[config.mk]
export PLATFORM = sky130hd
export DESIGN_NAME = controle_escala
export DESIGN_NICKNAME = d
export VERILOG_FILES = /design/src/rtl/controle_escala.sv
export SDC_FILE = /design/constraint.sdc
export NUM_CORES = 1
export LEC_CHECK = 0
export BUFFER_PORTS_ARGS = -buffer_cell sky130_fd_sc_hd__buf_2
export CAP_MARGIN = 25
export CORE_ASPECT_RATIO = 2
export CORE_MARGIN = 4
export CORE_UTILIZATION = 37
export CTS_CLUSTER_DIAMETER = 120
export DETAILED_ROUTE_END_ITERATION = 16
export GPL_TIMING_DRIVEN = 0
export PLACE_DENSITY = 0.78
export SLEW_MARGIN = 10
export SYNTH_ARGS = -nofsm -noshare
export SYNTH_HDL_FRONTEND = slang
export SYNTH_SLANG_ARGS = --single-unit
export TNS_END_PERCENT = 1
[constraint.sdc]
create_clock -name clk -period 1.8 [get_ports clk]
set_input_delay 0.27 -clock clk [delete_from_list [all_inputs] [get_ports clk]]
set_output_delay 0.27 -clock clk [all_outputs]
set_load 0.02 [all_outputs]
[src/rtl/controle_escala.sv]
// ---------------------------------------------------------------------------
// controle_escala
//   Command sequencer for the downscaling engines of the coprocessor ULA.
//   Takes one command (engine slot + scale factor) at a time, validates it,
//   holds every engine slot in reset, then releases only the selected slot.
//   While that slot runs, its ROM-read and RAM-write buses are muxed onto
//   the shared frame memories. On completion, timeout or abort the slot is
//   parked in reset again and a status code is reported.
//
// Ports
//   clk, reset         clock, asynchronous active-low reset
//   cmd_valid/ready    command handshake (ready only while not busy)
//   cmd_op, cmd_fator  engine slot index, scale factor
//   cmd_abort          level abort, honoured in ARM and RUN
//   fator_out          latched factor broadcast to all engines
//   eng_rst_n          per-slot active-low engine reset
//   eng_rom_addr/
//   eng_wraddr/
//   eng_pixel/eng_done per-slot engine buses (slot i in lane i)
//   mem_*              shared ROM address and RAM write port
//   busy, done, erro   status (erro: 0 ok, 1 op, 2 fator, 3 timeout, 4 abort)
// ---------------------------------------------------------------------------
module controle_escala #(
    parameter logic [3:0] ENG_MASK  = 4'b1111,
    parameter logic [7:0] FATOR_OK  = 8'b0001_0100,
    parameter int         SETUP_CYC = 2,
    parameter int         TIMEOUT   = 200000,
    parameter int         AW        = 19
) (
    input  logic            clk,
    input  logic            reset,
    input  logic            cmd_valid,
    output logic            cmd_ready,
    input  logic [1:0]      cmd_op,
    input  logic [2:0]      cmd_fator,
    input  logic            cmd_abort,
    output logic [2:0]      fator_out,
    output logic [3:0]      eng_rst_n,
    input  logic [4*AW-1:0] eng_rom_addr,
    input  logic [4*AW-1:0] eng_wraddr,
    input  logic [4*8-1:0]  eng_pixel,
    input  logic [3:0]      eng_done,
    output logic [AW-1:0]   mem_rom_addr,
    output logic [AW-1:0]   mem_wraddr,
    output logic [7:0]      mem_wrdata,
    output logic            mem_we,
    output logic            busy,
    output logic            done,
    output logic [2:0]      erro
);

    localparam int NUM_SLOTS = 4;
    // One counter serves both the ARM setup wait and the RUN timeout.
    localparam int CNT_MAX   = (TIMEOUT > SETUP_CYC) ? TIMEOUT : SETUP_CYC;
    localparam int CW        = $clog2(CNT_MAX + 1);

    localparam logic [2:0] E_NONE  = 3'd0;
    localparam logic [2:0] E_OP    = 3'd1;
    localparam logic [2:0] E_FATOR = 3'd2;
    localparam logic [2:0] E_TMO   = 3'd3;
    localparam logic [2:0] E_ABORT = 3'd4;

    typedef enum logic [2:0] {
        IDLE  = 3'd0,
        ARM   = 3'd1,
        RUN   = 3'd2,
        DRAIN = 3'd3,
        FIM   = 3'd4,
        ERRO  = 3'd5
    } estado_t;

    estado_t        estado, estado_n;
    logic [CW-1:0]  cnt, cnt_n;
    logic [1:0]     sel, sel_n;
    logic [2:0]     fator_q, fator_n;
    logic           done_q, done_n;
    logic [2:0]     erro_q, erro_n;
    logic [3:0]     rst_n_q, rst_n_n;

    // Per-slot views of the flattened engine buses.
    logic [NUM_SLOTS-1:0][AW-1:0] rom_v;
    logic [NUM_SLOTS-1:0][AW-1:0] wra_v;
    logic [NUM_SLOTS-1:0][7:0]    pix_v;

    for (genvar g = 0; g < NUM_SLOTS; g++) begin : g_slot
        assign rom_v[g] = eng_rom_addr[g*AW +: AW];
        assign wra_v[g] = eng_wraddr[g*AW +: AW];
        assign pix_v[g] = eng_pixel[g*8 +: 8];
    end

    // ---------------------------------------------------------------- state
    always_ff @(posedge clk or negedge reset) begin
        if (!reset) begin
            estado  <= IDLE;
            cnt     <= '0;
            sel     <= 2'd0;
            fator_q <= 3'd0;
            done_q  <= 1'b0;
            erro_q  <= E_NONE;
            rst_n_q <= 4'b0000;
        end else begin
            estado  <= estado_n;
            cnt     <= cnt_n;
            sel     <= sel_n;
            fator_q <= fator_n;
            done_q  <= done_n;
            erro_q  <= erro_n;
            rst_n_q <= rst_n_n;
        end
    end

    // ----------------------------------------------------- next-state logic
    always_comb begin
        estado_n = estado;
        cnt_n    = cnt;
        sel_n    = sel;
        fator_n  = fator_q;
        done_n   = done_q;
        erro_n   = erro_q;

        unique case (estado)
            IDLE, FIM, ERRO: begin
                if (cmd_valid) begin
                    done_n  = 1'b0;
                    erro_n  = E_NONE;
                    sel_n   = cmd_op;
                    fator_n = cmd_fator;
                    cnt_n   = '0;
                    if (!ENG_MASK[cmd_op]) begin
                        erro_n   = E_OP;
                        estado_n = ERRO;
                    end else if (cmd_fator == 3'd0 || !FATOR_OK[cmd_fator]) begin
                        erro_n   = E_FATOR;
                        estado_n = ERRO;
                    end else begin
                        estado_n = ARM;
                    end
                end
            end

            ARM: begin
                if (cmd_abort) begin
                    erro_n   = E_ABORT;
                    estado_n = ERRO;
                end else if (cnt == CW'(SETUP_CYC - 1)) begin
                    cnt_n    = '0;
                    estado_n = RUN;
                end else begin
                    cnt_n = cnt + CW'(1);
                end
            end

            RUN: begin
                cnt_n = cnt + CW'(1);
                if (cmd_abort) begin
                    erro_n   = E_ABORT;
                    estado_n = ERRO;
                end else if (eng_done[sel]) begin
                    estado_n = DRAIN;
                end else if (cnt == CW'(TIMEOUT - 1)) begin
                    erro_n   = E_TMO;
                    estado_n = ERRO;
                end
            end

            // One extra write cycle so the pixel registered alongside done
            // still reaches memory; done becomes visible on entering FIM.
            DRAIN: begin
                done_n   = 1'b1;
                estado_n = FIM;
            end

            default: estado_n = IDLE;
        endcase
    end

    // Engine resets are registered from the next state so the reset lines
    // never glitch while the state register changes encoding.
    always_comb begin
        rst_n_n = 4'b0000;
        if (estado_n == RUN || estado_n == DRAIN)
            rst_n_n = 4'b0001 << sel_n;
    end

    // -------------------------------------------------------------- outputs
    logic liberado;

    always_comb begin
        cmd_ready = 1'b0;
        busy      = 1'b0;
        liberado  = 1'b0;
        unique case (estado)
            IDLE, FIM, ERRO: cmd_ready = 1'b1;
            ARM:             busy      = 1'b1;
            RUN, DRAIN: begin
                busy     = 1'b1;
                liberado = 1'b1;
            end
            default: ;
        endcase
    end

    // The selected engine keeps address/data stable between its writes, so
    // holding mem_we high for the whole run only rewrites the same pixel.
    always_comb begin
        mem_rom_addr = '0;
        mem_wraddr   = '0;
        mem_wrdata   = 8'd0;
        mem_we       = 1'b0;
        if (liberado) begin
            mem_rom_addr = rom_v[sel];
            mem_wraddr   = wra_v[sel];
            mem_wrdata   = pix_v[sel];
            mem_we       = 1'b1;
        end
    end

    assign eng_rst_n = rst_n_q;
    assign fator_out = fator_q;
    assign done      = done_q;
    assign erro      = erro_q;

endmodule

==> summary.md <==
| Metric | Value |
|---|---|
| Register area share after synthesis | 25.4% |
| P_int | 3.75 mW |
| Yosys warns | 0 |
| CP Buf/Inv Count | 3 |
| Final worst slack | -0.342 ns |
| Mux share of post-synthesis cell area | 33.8% |
| RSZ-0062 raised after global routing | yes |
| Syn_area_per_cell | 10.7 sq um |
| R2R setup slack | -0.17 ns |
| Worst VDD drop | 0.569 mV |
| Synth Area in Compound Gates | 12.1% |
| Flops & latches, synth | 34 |
| Worst min path class | input port to asynchronous set/reset pin |
| Pwr/cell area | 1120 nW/um^2 |
| Simple-gate share of the synthesized area | 22.8% |
| Status | finished, violations left |
| Total Routing Usage GR | 28.3% |
| Initial DRC count | 183 |
| Max Root-Sink Buffers | 2 |
| Final setup viols | 63 |
| Drt pass-1 iters | 4 |
| Num ports | 257 |
| Cell Chain, Critical Path | buf_12, buf_8, mux4_2, and2_1, buf_2 |
| Initial antenna violation count | 3 |
| F_max | 467 MHz |
| Yosys top cell area share | 31.6% |
| Worst slew pin tran | 0.814 ns |
| Post-synth ARST share | 100% |
| Die W | 75.3 microns |
| CTS Root Cell | clkbuf_16 |
| Tmin final | 2.14 ns |
| Synth Area in Adders | 0.746% |
| Total of max-cap violations | 0 |
| Fin nets | 780 |
| Endpoints failing hold | 0 |
| Clk pwr share | 14.1% |
| Routed WL | 16300 microns |
| Slowest CP cell | mux4_2 |
| Area grow syn2layout | 65.9% |
| Post-Synth XOR/XNOR Area | 1.31% |
| Static Leakage | 2.69 nW |
| Worst reg2reg path startpoint | estado[0] |
| Num CTS Buffers | 5 |
| Endpoint type of the worst setup path | output pin |
| Post-DP HPWL | 13300 microns |
| Antenna Violating Nets Remaining | 0 |
| Via/cell ratio | 5.76 |
| GP Congestion | 0.924 |
| Failing checks | setup timing |
| Switching share of power | 39.8% |
| FF-to-FF End | cnt[16] |
| GRT Max-Usage Layer | met2 |
| Post-route DRC | 0 |
| Global routing usage on met1 | 32.3% |
| Die height | 143 microns |
| Hold_buf cts | 0 |
| Synth area leaders | mux4_2 (32%), dfrtp_1 (25%), and2_1 (8.8%) |
| Initial Util | 38.2% |
| Clock sink count | 34 |
| First-pass GRT wire length | 22400 microns |
| CTS clk-pin slew, worst paths | 0.06 ns |
| Worst hold slack | 0.0704 ns |
| Cell taking the most area after synthesis | mux4_2 |
| Mapped cell area | 3350 sq um |
| Grt met2 use | 49.4% |
| CP arrival | 1.87 ns |
| Via count | 3945 |
| H-tree depth | 2 |
| Pin count of the biggest net entering global routing | 35 |
| Slew Viols, Final | 0 |
| Die area | 10700 sq um |
| CTS tree | yes |
| Row count | 48 |
| Setup CP Type | register to output pin |
| Crit-path leading delay family | multiplexers |
| Met3 GRT Util | 8.67% |
| Worst-skew pair later-pin latency | 0.29 ns |
| Sequential Power Share | 17.1% |
| Max incr delay on CP | 0.50 ns |
| Mapped Cells | 312 |
| Worst Path Max Fanout | 8 |
| Post-synth EDFFs | 0 |
| Synth cell count leaders | and2_1 (47), mux4_2 (47), dfrtp_1 (34) |
| Share of layout cells above drive strength 1 | 69.4% |
| Core footprint | 8770 sq um |
| FF-to-FF path depth | 6 |
| WL/cell | 23.7 microns |
| CP Launch Type | register |
| Buffers on Ports | 256 |
| Post-synth top flop | dfrtp_1 |
| Vias in the first global route | 4146 |
| Grt total ovfl | 0 |
| Largest family of logic cells by synthesized area | multiplexers |
| Yosys cell types | 50 |
| Crit share post-route | 119% |
| Clock skew | 0.0111 ns |
| Comb pwr share | 68.8% |
| Synth Net Count | 511 |
| NetSw | 2.48 mW |
| Worst slew margin | 45.7% |
| Core Util, Final | 63.4% |
| WP data required | 1.53 ns |
## flip-flops by register name (all words and copies together) (netlist names)
register,cells
cnt,18
done,1
eng_rst_n,4
erro,3
estado,3
fator_out,3
sel,2
## kinds of logic (layout without fill, tap and decap cells)
kind of cell	Yosys count	after routing
simple gates	132	132
flops	34	34
compound gates	53	53
mux	54	54
fa+ha+maj	2	2
buf+inv	32	302
other cells	0	3
xor+xnor	5	5
## worst reg2reg max path, stage by stage, from the launching register on
cell      delay, ns
dfrtp_1        0.36
clkbuf_4       0.20
nor3b_4        0.30
and3b_1        0.27
a21oi_4        0.25
nand2_4        0.11
o41ai_1        0.36
## stage by stage
| step | worst slack, ns | TNS [ns] | instance area [sq um] | std cells | power (mW) |
|---|---|---|---|---|---|
| 4_1_cts | -0.339 | -13.77 | 5390 | 680 | 5.99 |
| 6_report | -0.342 | -15.12 | 5560 | 685 | 6.23 |
| 3_3_place_gp | -0.632 | -25.40 | 4770 | 668 | 4.42 |
| 5_1_grt | -0.364 | -18.53 | 5560 | 685 | 6.55 |
| 3_5_place_dp | -0.664 | -27.56 | 4770 | 668 | 4.50 |
| 2_1_floorplan | -0.0528 | -1.45 | 3360 | 312 | 3.52 |
## layout by cell type, fill, tap and decap left out, drive strengths merged, types with 2 or more instances in the layout
master   count
clkbuf      22
nor4         7
o31ai        4
o211ai       2
nand2       12
buf        270
diode        3
nor3        11
mux4        47
a21o         3
inv          9
dfrtp       34
nor3b        4
mux2         3
mux2i        4
and3         2
o41ai        2
nor2b        2
o2111ai      3
or3          3
o2bb2ai      2
xor2         4
nor2        22
nand3        8
a22o         6
nor4b        3
a2bb2oi      3
o21ai       11
a31oi        3
a21oi        9
ha           2
and2        47
nand2b       4
## how the worst max path moves through the flow
stage	start	to	slack (ns)	cells past startpoint
2_1_floorplan	sel[1]	mem_rom_addr[0]	-0.05	4
3_3_place_gp	sel[1]	mem_rom_addr[6]	-0.63	5
3_5_place_dp	sel[1]	mem_rom_addr[6]	-0.66	5
4_1_cts	sel[0]	mem_wrdata[6]	-0.34	5
5_1_grt	sel[0]	mem_wrdata[4]	-0.36	5
6_report	sel[0]	mem_wraddr[3]	-0.34	5
## power groups by stage
| stage | logic [mW] | clock network [mW] | registers, mW |
|---|---|---|---|
| after floorplan | 2.46 | 0 | 1.06 |
| after global placement | 3.40 | 0 | 1.02 |
| after detailed placement | 3.47 | 0 | 1.03 |
| after CTS | 4.06 | 0.875 | 1.05 |
| after global routing | 4.57 | 0.900 | 1.08 |
| final | 4.28 | 0.880 | 1.07 |
## cell type report
class	count	area [sq um]
multi-input cells	246	2600
clock buffers	7	143
inverters	9	36.3
well taps	100	125
clock inverters	1	5.00
diodes	3	7.51
repair buffers	263	1560
flip-flops and latches	34	860
plain buffers	22	235
fillers	725	3210
## routing by layer
layer	part of all wire, %	wire, microns	vias up
li1	-	-	1748
met1	32	5230	1905
met2	52	8470	262
met3	13	2080	30
met4	2.9	472	0
met5	0	0	-
## timing repair
item,4_1_cts,5_1_grt
pin swaps,19,10
gates resized for setup,132,32
setup endpoints to repair,78,75
cloned,1,2
setup buffers,4,0
(Power assumes the default switching activity.)
